File: src/rtl/hamming_byte_encoder_if.sv
// Byte-in / codeword-out handshake bundle for hamming_byte_encoder.
//   in_valid, in_data[7:0], in_ready   : upstream byte handshake
//   inj_en, inj_pos[2:0]               : error-injection controls, sampled with the byte
//   out_valid, out_code[6:0], out_ready: downstream codeword handshake
//   out_hi                             : out_code carries the high nibble
// slave is the encoder's view; master is the view of whatever drives it.
interface hamming_byte_encoder_if;
    logic       in_valid;
    logic [7:0] in_data;
    logic       in_ready;
    logic       inj_en;
    logic [2:0] inj_pos;
    logic       out_valid;
    logic [6:0] out_code;
    logic       out_ready;
    logic       out_hi;

    modport slave (
        input  in_valid, in_data, inj_en, inj_pos, out_ready,
        output in_ready, out_valid, out_code, out_hi
    );

    modport master (
        output in_valid, in_data, inj_en, inj_pos, out_ready,
        input  in_ready, out_valid, out_code, out_hi
    );
endinterface

File: src/rtl/hamming_byte_encoder.sv
// Hamming(7,4) byte encoder: each accepted byte leaves as two codewords,
// low nibble first, then high nibble. An optional single-bit flip can be
// planted in the low codeword to exercise a downstream decoder.
//   clk, rst_n : clock, synchronous active-low reset
//   bus        : handshake bundle (slave view)
//   byte_count : bytes whose both codewords were taken downstream (wraps)
//   inj_count  : corrupted codewords taken downstream (saturates at 255)
module hamming_byte_encoder #(
    parameter int unsigned CNT_W = 16
) (
    input  logic                    clk,
    input  logic                    rst_n,
    hamming_byte_encoder_if.slave   bus,
    output logic [CNT_W-1:0]        byte_count,
    output logic [7:0]              inj_count
);

    typedef enum logic [1:0] {
        IDLE = 2'd0,
        LO   = 2'd1,
        HI   = 2'd2
    } state_t;

    state_t     state;
    logic [6:0] code_hi;
    logic       lo_inj;

    logic       accept;
    logic [6:0] inj_mask;
    logic [6:0] enc_lo;
    logic [6:0] enc_hi;

    // Layout {d3,d2,d1,p4,d0,p2,p1}, even parity.
    function automatic logic [6:0] encode(input logic [3:0] d);
        return {d[3], d[2], d[1],
                d[1] ^ d[2] ^ d[3],
                d[0],
                d[0] ^ d[2] ^ d[3],
                d[0] ^ d[1] ^ d[3]};
    endfunction

    // Upstream may hand over the next byte while the high codeword is taken.
    assign bus.in_ready = rst_n && ((state == IDLE) || ((state == HI) && bus.out_ready));
    assign accept       = bus.in_valid && bus.in_ready;

    // Position 7 is the "no flip" code.
    assign inj_mask = (bus.inj_en && (bus.inj_pos != 3'd7)) ? 7'(7'd1 << bus.inj_pos) : 7'd0;
    assign enc_lo   = encode(bus.in_data[3:0]) ^ inj_mask;
    assign enc_hi   = encode(bus.in_data[7:4]);

    // Control FSM with registered outputs and counters.
    always_ff @(posedge clk) begin
        if (!rst_n) begin
            state         <= IDLE;
            bus.out_code  <= 7'd0;
            bus.out_valid <= 1'b0;
            bus.out_hi    <= 1'b0;
            code_hi       <= 7'd0;
            lo_inj        <= 1'b0;
            byte_count    <= '0;
            inj_count     <= 8'd0;
        end else begin
            case (state)
                IDLE: begin
                    if (accept) begin
                        state         <= LO;
                        bus.out_code  <= enc_lo;
                        bus.out_valid <= 1'b1;
                        bus.out_hi    <= 1'b0;
                        code_hi       <= enc_hi;
                        lo_inj        <= |inj_mask;
                    end
                end
                LO: begin
                    if (bus.out_ready) begin
                        state        <= HI;
                        bus.out_code <= code_hi;
                        bus.out_hi   <= 1'b1;
                        lo_inj       <= 1'b0;
                        if (lo_inj && (inj_count != 8'hFF)) begin
                            inj_count <= inj_count + 8'd1;
                        end
                    end
                end
                HI: begin
                    if (bus.out_ready) begin
                        byte_count <= byte_count + CNT_W'(1);
                        if (accept) begin
                            state        <= LO;
                            bus.out_code <= enc_lo;
                            bus.out_hi   <= 1'b0;
                            code_hi      <= enc_hi;
                            lo_inj       <= |inj_mask;
                        end else begin
                            state         <= IDLE;
                            bus.out_valid <= 1'b0;
                            bus.out_hi    <= 1'b0;
                        end
                    end
                end
                default: begin
                    state         <= IDLE;
                    bus.out_valid <= 1'b0;
                    bus.out_hi    <= 1'b0;
                end
            endcase
        end
    end

endmodule
File: src/flat_wrapper.sv
// flat-port wrapper written by rule: the top's interface ports become plain ports
module hamming_byte_encoder_flat 
#(
    parameter int unsigned CNT_W = 16
)
  (clk, rst_n, byte_count, inj_count, bus_in_valid, bus_in_data, bus_inj_en, bus_inj_pos, bus_out_ready, bus_in_ready, bus_out_valid, bus_out_code, bus_out_hi);
  hamming_byte_encoder_if bus_i ();
  input  logic clk;
  input  logic rst_n;
  output logic [CNT_W-1:0] byte_count;
  output logic [7:0] inj_count;
  input wire logic [$bits(bus_i.in_valid)-1:0] bus_in_valid;
  input wire logic [$bits(bus_i.in_data)-1:0] bus_in_data;
  input wire logic [$bits(bus_i.inj_en)-1:0] bus_inj_en;
  input wire logic [$bits(bus_i.inj_pos)-1:0] bus_inj_pos;
  input wire logic [$bits(bus_i.out_ready)-1:0] bus_out_ready;
  output wire logic [$bits(bus_i.in_ready)-1:0] bus_in_ready;
  output wire logic [$bits(bus_i.out_valid)-1:0] bus_out_valid;
  output wire logic [$bits(bus_i.out_code)-1:0] bus_out_code;
  output wire logic [$bits(bus_i.out_hi)-1:0] bus_out_hi;
  assign bus_i.in_valid = bus_in_valid;
  assign bus_i.in_data = bus_in_data;
  assign bus_i.inj_en = bus_inj_en;
  assign bus_i.inj_pos = bus_inj_pos;
  assign bus_i.out_ready = bus_out_ready;
  assign bus_in_ready = bus_i.in_ready;
  assign bus_out_valid = bus_i.out_valid;
  assign bus_out_code = bus_i.out_code;
  assign bus_out_hi = bus_i.out_hi;
  hamming_byte_encoder #(.CNT_W(CNT_W)) u_core (.clk(clk), .rst_n(rst_n), .bus(bus_i), .byte_count(byte_count), .inj_count(inj_count));
endmodule
File: config.mk
export PLATFORM = sky130hd
export DESIGN_NAME = hamming_byte_encoder_flat
export DESIGN_NICKNAME = d
export VERILOG_FILES = /design/src/rtl/hamming_byte_encoder_if.sv /design/src/rtl/hamming_byte_encoder.sv /design/src/flat_wrapper.sv
export SDC_FILE = /design/constraint.sdc
export NUM_CORES = 1
export LEC_CHECK = 0
export CAP_MARGIN = 0
export CELL_PAD_IN_SITES_DETAIL_PLACEMENT = 0
export CELL_PAD_IN_SITES_GLOBAL_PLACEMENT = 2
export CORE_UTILIZATION = 25
export DETAILED_ROUTE_END_ITERATION = 16
export PLACE_DENSITY_LB_ADDON = 0.1
export RECOVER_POWER = 25
export SYNTH_ARGS = -nofsm -noshare
export SYNTH_HDL_FRONTEND = slang
export SYNTH_SLANG_ARGS = --single-unit
File: constraint.sdc
create_clock -name clk -period 2.05 [get_ports clk]
set_input_delay 0.41 -clock clk [delete_from_list [all_inputs] [get_ports clk]]
set_output_delay 0.41 -clock clk [all_outputs]
set_load 0.05 [all_outputs]
; ---- After elaboration in Yosys (flattened, before gate mapping)
; Index checks and enable logic that the tools add are counted.
[totals]
word_cells = 73
out_inout_bits = 34
regBits = 43
inputBits = 16
[classes]
muxes = 24
add_sub_neg = 2
n_bitwise = 14
n_reduce_logical = 16
eq_ne = 8
n_shift = 1
[ops]
columns = cell, count
row1 = $mux W7, 6
row2 = $pmux W7 S3, 1
row3 = $add A16 B1 Y16 const B, 1
row4 = $pmux W7 S2, 1
row5 = $xor A1 B1 Y1, 12
row6 = $mux W1, 9
row7 = $pmux W1 S3, 3
row8 = $reduce_and A3 Y1, 3
row9 = $add A8 B1 Y8 const B, 1
row10 = $ne A8 B8 Y1 const B, 1
row11 = $reduce_or A7 Y1, 1
row12 = $shl A1 B3 Y7 const A, 1
row13 = $xor A7 B7 Y7, 1
row14 = $mux W2, 3
row15 = $ne A2 B2 Y1 const B, 3
row16 = $pmux W2 S3, 1
row17 = $logic_and A1 B1 Y1, 5
row18 = $reduce_and A2 Y1, 2
row19 = $reduce_and A4 Y1, 1
row20 = $ne A3 B3 Y1 const B, 1
row21 = $reduce_bool A3 Y1, 1
row22 = $eq A2 B1 Y1 const B, 1
row23 = $eq A2 B2 Y1 const B, 1
row24 = $logic_not A2 Y1, 1
row25 = other kinds (4), 4

; ---- Logic depth before layout (Yosys ltp)
; Gate-level depths: netlist of run 1.
[logic_depth]
ltp_word = 8
ltp_mapped = 7
ltp_nobuf = 5

; ---- Worst setup path before layout of run 1
; No wires, ideal clock.
[synth_path]
path_type = input to output
from = input bus_out_ready
to = output bus_in_ready
arrival_ps = 1894
path_buffers = 2
required_time_ps = 1640
path_stages = 4
slack_ps = -254
cell_sequence = buf_6 and2b_1 clkbuf_1 nor3_1
[synth_between]
elab_chain_len = 3
[synth_lines]
columns = item, line_no
row1 = start: declaration, flat_wrapper.sv:16  ; input wire logic [$bits(bus_i.out_ready)-1:0] bus_out_ready;
row2 = $logic_and A1 B1 Y1, hamming_byte_encoder.sv:43  ; assign bus.in_ready = rst_n && ((state == IDLE) || ((state == HI) && bus.out_ready));
row3 = $logic_or A1 B1 Y1, hamming_byte_encoder.sv:43
row4 = $logic_and A1 B1 Y1, hamming_byte_encoder.sv:43
row5 = end: declaration, flat_wrapper.sv:17  ; output wire logic [$bits(bus_i.in_ready)-1:0] bus_in_ready;
; No other way between the ends.

; ---- Final worst setup path of run 1
[layout_path]
from = input rst_n
to = output bus_in_ready
[layout_between]
elab_chain_len = 1
[layout_lines]
columns = item, line_no
row1 = start: declaration, flat_wrapper.sv:9  ; input logic rst_n;
row2 = $logic_and A1 B1 Y1, hamming_byte_encoder.sv:43
; No other way between the ends.

==> results of run 1 <==
==> layout make-up <==
class                           count  area share [%]
Clock inverter                      1           0.982
Tap cell                          105            4.30
Sequential cell                    43            28.2
Inverter                            7           0.859
Clock buffer                        6            2.37
Multi-Input combinational cell    189            40.7
Timing Repair Buffer               77            22.7
==> worst paths after layout <==
check,start,to,slack (ns)
worst max register to register,u_core.inj_count[1],u_core.inj_count[1],0.21
worst min-delay path,u_core.bus.out_code[4],u_core.bus.out_code[4],0.47
worst min register to register,u_core.bus.out_code[4],u_core.bus.out_code[4],0.47
worst max-delay path,rst_n,bus_in_ready,0.07
==> state kept, by name, indices dropped and copies added (netlist names) <==
signal / cells
u_core.bus.out_code: 7
u_core.bus.out_hi: 1
u_core.bus.out_valid: 1
u_core.byte_count: 16
u_core.code_hi: 7
u_core.inj_count: 8
u_core.lo_inj: 1
u_core.state: 2
==> timing repair <==
| item | CTS | global route |
|---|---|---|
| endpoints found under the setup margin | 1 | 5 |
| hold buffers | 0 | 0 |
| resized for setup | 3 | 5 |
| pin swaps | 1 | 0 |
==> per-stage QoR <==
stage | hold WS, ns | std cells
finish | 0.474 | 428
global route | 0.508 | 428
CTS | 0.481 | 428
detailed placement | 0.465 | 421
global placement | 0.464 | 421
floorplan | 0.445 | 255
==> routing by layer <==
metal / vias to the layer above / track usage (%)
met5: - / 0
met1: 934 / 17.2
met4: 0 / 3.73
li1: 1051 / -
met2: 33 / 22.3
met3: 2 / 2.45
==> kinds of logic (layout without fill, tap and decap cells) <==
group | count (synthesis) | after routing | synth area share [%]
buffers and inverters | 23 | 91 | 4.62
adder cells (fa/ha/maj) | 2 | 2 | 1.14
AO/OA/AOI/OAI | 54 | 54 | 14.7
multiplexers | 6 | 6 | 2.74
AND/OR/NAND/NOR | 99 | 99 | 25.8
flip-flops | 43 | 43 | 39.2
XOR/XNOR | 28 | 28 | 11.8
==> worst reg2reg max path: stages, from the launching register on <==
cell and delay [ns]:
dfxtp_1 0.37, ha_1 0.26, nand3_1 0.12, o21ai_1 0.49
buf_4 0.24, mux2i_1 0.17, nor2_1 0.05
==> report_power, final <==
| part | switching, mW | internal [mW] | total (mW) |
|---|---|---|---|
| sequential | 0.0192 | 0.861 | 0.881 |
| clock | 0.289 | 0.358 | 0.647 |
| combinational | 0.178 | 0.151 | 0.329 |
| total | 0.486 | 1.37 | 1.86 |
==> synth_stat cells, types with 2 or more instances <==
master     count
dfxtp_1       43
a21oi_1       21
nand2_1       21
nor2_1        21
xnor2_1       16
o21ai_0       13
nand3_1       11
xor2_1        11
clkbuf_1       8
buf_2          6
inv_1          6
mux2i_1        6
o31ai_1        6
or4_1          6
nand4_1        5
or3_1          5
o22ai_1        4
and3_1         3
and4_1         3
nand4b_1       3
nor3_1         3
and4b_1        2
ha_1           2
nor2b_1        2
nor4_1         2
nor4bb_1       2
o2111ai_1      2
o21a_1         2
o221ai_1       2
==> key figures, run 1 <==
Critical path
  – Reg2Reg Depth: 6
  – Crit path max fanout: 4
  – Worst path slowest cell: clkdlybuf4s50_1
  – Buf/Inv on CP: 4
  – CP required: 1.64 ns
  – Crit-path leading delay family: buffers and inverters
  – Critical Path Stages: 5
  – WS Path Type: input pin to output port
  – Crit start category: input pin
  – Crit-path max cell delay: 0.57 ns
  – Critical path cell sequence: clkdlybuf4s50_1 -> buf_4 -> clkinv_1 -> nor3_4 -> buf_12
  – Arrival @ worst endpoint: 1.57 ns
  – Crit. End Element: output port

Timing
  – Least-Margin Pin Slew: 0.760 ns
  – Setup violators final: 0
  – Fin crit period: 1.98 ns
  – Setup ws final: 0.0712 ns
  – Slew Limit Fails: 0
  – Tcrit/Tclk final: 96.5%
  – Fmax: 0.505 GHz
  – Worst Skew: 0.00933 ns
  – Setup TNS Final: 0 ns
  – Final hold violation count: 0
  – RSZ-0062 raised after global routing: no
  – Rel. slew slack: 49.3%

Power
  – Final Power: 1.86 mW
  – Peak supply drop: 0.213 mV
  – Leakage: 1.17 nW
  – Cell Pwr Density: 607 mW/mm2

Placed design
  – DP Area: 0.00297 mm2
  – Dpl ws: -0.197 ns
  – Port buffer count: 49
  – Routability congestion estimate: 0.751
  – Hpwl dp: 4170 um

Drt
  – DR WL met2: 2700 um
  – Drt via density: 4.72
  – DR WL/cell: 13.3 um
  – Met3 wire len: 187 um
  – DRT Pass-1 Iters: 4
  – Final wirelength: 5680 um
  – DRC: 0
  – Post-DRT Antenna Nets: 0
  – Max layer used: met4
  – Detailed-route via count: 2020
  – Violation count after the first detailed-route iteration: 54
  – Met1 wire length: 2760 um

Final layout
  – Fin nets: 341
  – Commonest cells after routing, fill and taps aside: dfxtp_1 (43), clkdlybuf4s50_1 (42), buf_4 (25)
  – Area Overhead vs Synth: 39.3%
  – Register area: 861 um2
  – Multi-input gate area: 0.00124 mm2
  – Finished Cell Area: 0.00306 mm2
  – Share of cells above drive strength 1: 11.8%
  – Fill count: 895
  – Final core occ: 36.7%
  – Diodes inserted: 0
  – Most common cell after layout, fill and taps aside: dfxtp_1

Global routing
  – All-Layer GR Usage: 13.2%
  – Vias in the first global route: 1859
  – Largest net degree at the start of global routing: 35
  – First-pass GRT wire length: 9320 um
  – Gr ovfl total: 0
  – Initial antenna violation count: 0

Clock tree
  – Post-CTS Setup Inserts: 0
  – TritonCTS clock tree: yes
  – Clock Pin Slew Worst Setup and Hold Paths: 0.08 ns
  – Clock Path Buffers: 2
  – Root buf cell: clkbuf_8
  – Clock Latency Late Sink: 0.29 ns
  – CTS buffer count: 5
  – H-Tree Depth: 2
  – Clk sinks: 43

Worst hold path
  – Hold Crit Class: register to register
  – Hold Crit Depth: 2

Flow run
  – Max_cap viols: 0

Floorplanning
  – Row Count: 33
  – Effective utilization at floorplan: 26.3%
  – Top Ports: 50
  – Die footprint: 0.00916 mm2
  – Die width: 95.7 um
  – Die outline height: 95.7 um
  – Core area: 0.00834 mm2

Synth
  – Sequential cell area fraction in the yosys report: 39.2%
  – Synth unique cells: 47
  – Async SR Flop Fraction: 0%
  – Cells after synthesis: 255
  – Largest area contributor in the netlist: dfxtp_1
  – Syn Nets: 273
  – Yosys reg bits: 43
  – Synth top area cells: dfxtp_1 (39%), xnor2_1 (6.4%), a21oi_1 (4.8%), xor2_1 (4.4%), nand2_1 (3.6%)
  – Number of synthesized flops with an enable pin: 0
  – YS warnings: 0
  – Synthesized area: 0.00219 mm2
  – Post-synth top area share: 39.2%
  – Top FF cell, synth: dfxtp_1
  – Average cell area after synthesis: 8.61 um2

Run status
  – Outcome: complete, no violations
(Power assumes the default switching activity.)
==> run 2, diff against run 1 <==
- CORE_UTILIZATION: 25 -> 29
==> key figures, run 2 (synthesis results as in run 1) <==
Run status
  – Outcome: complete, no violations

Timing
  – Final hold violation count: 0
  – Tcrit/Tclk final: 97.0%
  – Worst Skew: 0.0105 ns
  – Fin crit period: 1.99 ns
  – RSZ-0062 raised after global routing: no
  – Rel. slew slack: 64.2%
  – Setup violators final: 0
  – Slew Limit Fails: 0
  – Fmax: 0.503 GHz
  – Least-Margin Pin Slew: 0.531 ns

Placed design
  – Hpwl dp: 4050 um
  – DP Area: 0.00297 mm2
  – Port buffer count: 49
  – Routability congestion estimate: 0.777

Clock tree
  – Root buf cell: clkbuf_8
  – Clock Path Buffers: 2
  – CTS buffer count: 5
  – Clock Pin Slew Worst Setup and Hold Paths: 0.09 ns
  – H-Tree Depth: 2
  – Clock Latency Late Sink: 0.30 ns
  – Hold_buf cts: 0
  – Post-CTS Setup Inserts: 0
  – TritonCTS clock tree: yes
  – Clk sinks: 43

Critical path
  – Crit-path leading delay family: buffers and inverters
  – Crit start category: register
  – Arrival @ worst endpoint: 1.58 ns
  – CP required: 1.64 ns
  – Critical path cell sequence: clkdlybuf4s50_1
  – Worst path slowest cell: clkdlybuf4s50_1
  – WS Path Type: register to output port
  – Crit. End Element: output port
  – Crit-path max cell delay: 0.84 ns
  – Crit path max fanout: 7
  – Buf/Inv on CP: 1

Flow run
  – Max_cap viols: 0

Floorplanning
  – Row Count: 31
  – Die footprint: 0.00792 mm2
  – Effective utilization at floorplan: 30.1%
  – Core area: 0.00729 mm2
  – Die outline height: 89.0 um
  – Top Ports: 50
  – Die width: 89.0 um

Drt
  – Detailed-route via count: 2043
  – DRC: 0
  – Drt via density: 4.82
  – Post-DRT Antenna Nets: 0
  – Max layer used: met4
  – Final wirelength: 5490 um
  – DRT Pass-1 Iters: 4
  – DR WL/cell: 13.0 um
  – DR WL met2: 2730 um
  – Met1 wire length: 2560 um
  – Met3 wire len: 156 um
  – Violation count after the first detailed-route iteration: 59

Final layout
  – Max reg flops: 16
  – Final core occ: 42.0%
  – Fin nets: 342
  – Share of cells above drive strength 1: 11.1%
  – Commonest cells after routing, fill and taps aside: clkdlybuf4s50_1 (43), dfxtp_1 (43)
  – Finished Cell Area: 0.00306 mm2
  – Area Overhead vs Synth: 39.4%
  – Top Registers: u_core.byte_count x16, u_core.inj_count x8
  – Fill count: 772
  – Diodes inserted: 0
  – Largest Register: u_core.byte_count

Global routing
  – Gr ovfl total: 0
  – All-Layer GR Usage: 14.7%
  – Initial antenna violation count: 0
  – First-pass GRT wire length: 8890 um
  – Vias in the first global route: 1807
  – Largest net degree at the start of global routing: 35

Power
  – Cell Pwr Density: 618 mW/mm2
  – Peak supply drop: 0.288 mV
  – Leakage: 1.17 nW

Worst hold path
  – Hold Crit Class: input pin to register
==> run 2: layer usage <==
metal	up-vias	GRT usage [%]
li1	1057	-
met1	952	18.7
met2	29	25.1
met3	5	3.60
met4	0	3.46
met5	-	0
==> run 2: layout make-up <==
cell class / instances / area [um2] / area share [%]
Inverter: 7 / 26.3 / 0.859
Clock inverter: 2 / 35.0 / 1.15
Multi-Input combinational cell: 189 / 1220 / 40.0
Timing Repair Buffer: 78 / 707 / 23.1
Sequential cell: 43 / 861 / 28.1
Clock buffer: 6 / 82.6 / 2.70
Tap cell: 99 / 124 / 4.05
==> run 2: stage by stage <==
step | std cells | worst slack [ns] | power (mW) | TNS, ns | hold WS [ns]
final | 424 | 0.0617 | 1.89 | 0 | 0.456
after global routing | 424 | 0.00442 | 1.99 | 0 | 0.461
after floorplan | 255 | 0.0181 | 1.09 | 0 | 0.445
after CTS | 424 | 0.0338 | 1.93 | 0 | 0.479
after global placement | 416 | -0.142 | 1.23 | -1.72 | 0.463
after detailed placement | 416 | -0.163 | 1.23 | -1.60 | 0.466
==> run 2: repair_timing <==
| action | CTS | global route |
|---|---|---|
| setup endpoints to repair | 1 | 3 |
| pin swaps | 1 | 0 |
| gates resized for setup | 1 | 3 |
| cloned | 0 | 0 |
==> run 2: final timing paths <==
path	start	to	slack [ns]	cells past startpoint
hold reg to reg	u_core.code_hi[1]	u_core.code_hi[1]	0.48	2
hold / removal	rst_n	u_core.bus.out_hi	0.46	2
setup reg to reg	u_core.state[0]	u_core.inj_count[5]	0.27	5
setup / recovery	u_core.byte_count[11]	byte_count[11]	0.06	1
==> run 2: report_power, final <==
| group | switching, mW | internal [mW] | leakage [nW] | total [mW] |
|---|---|---|---|---|
| combinational | 0.174 | 0.146 | 0.757 | 0.320 |
| clock | 0.297 | 0.395 | 0.0612 | 0.692 |
| sequential | 0.0177 | 0.861 | 0.349 | 0.879 |
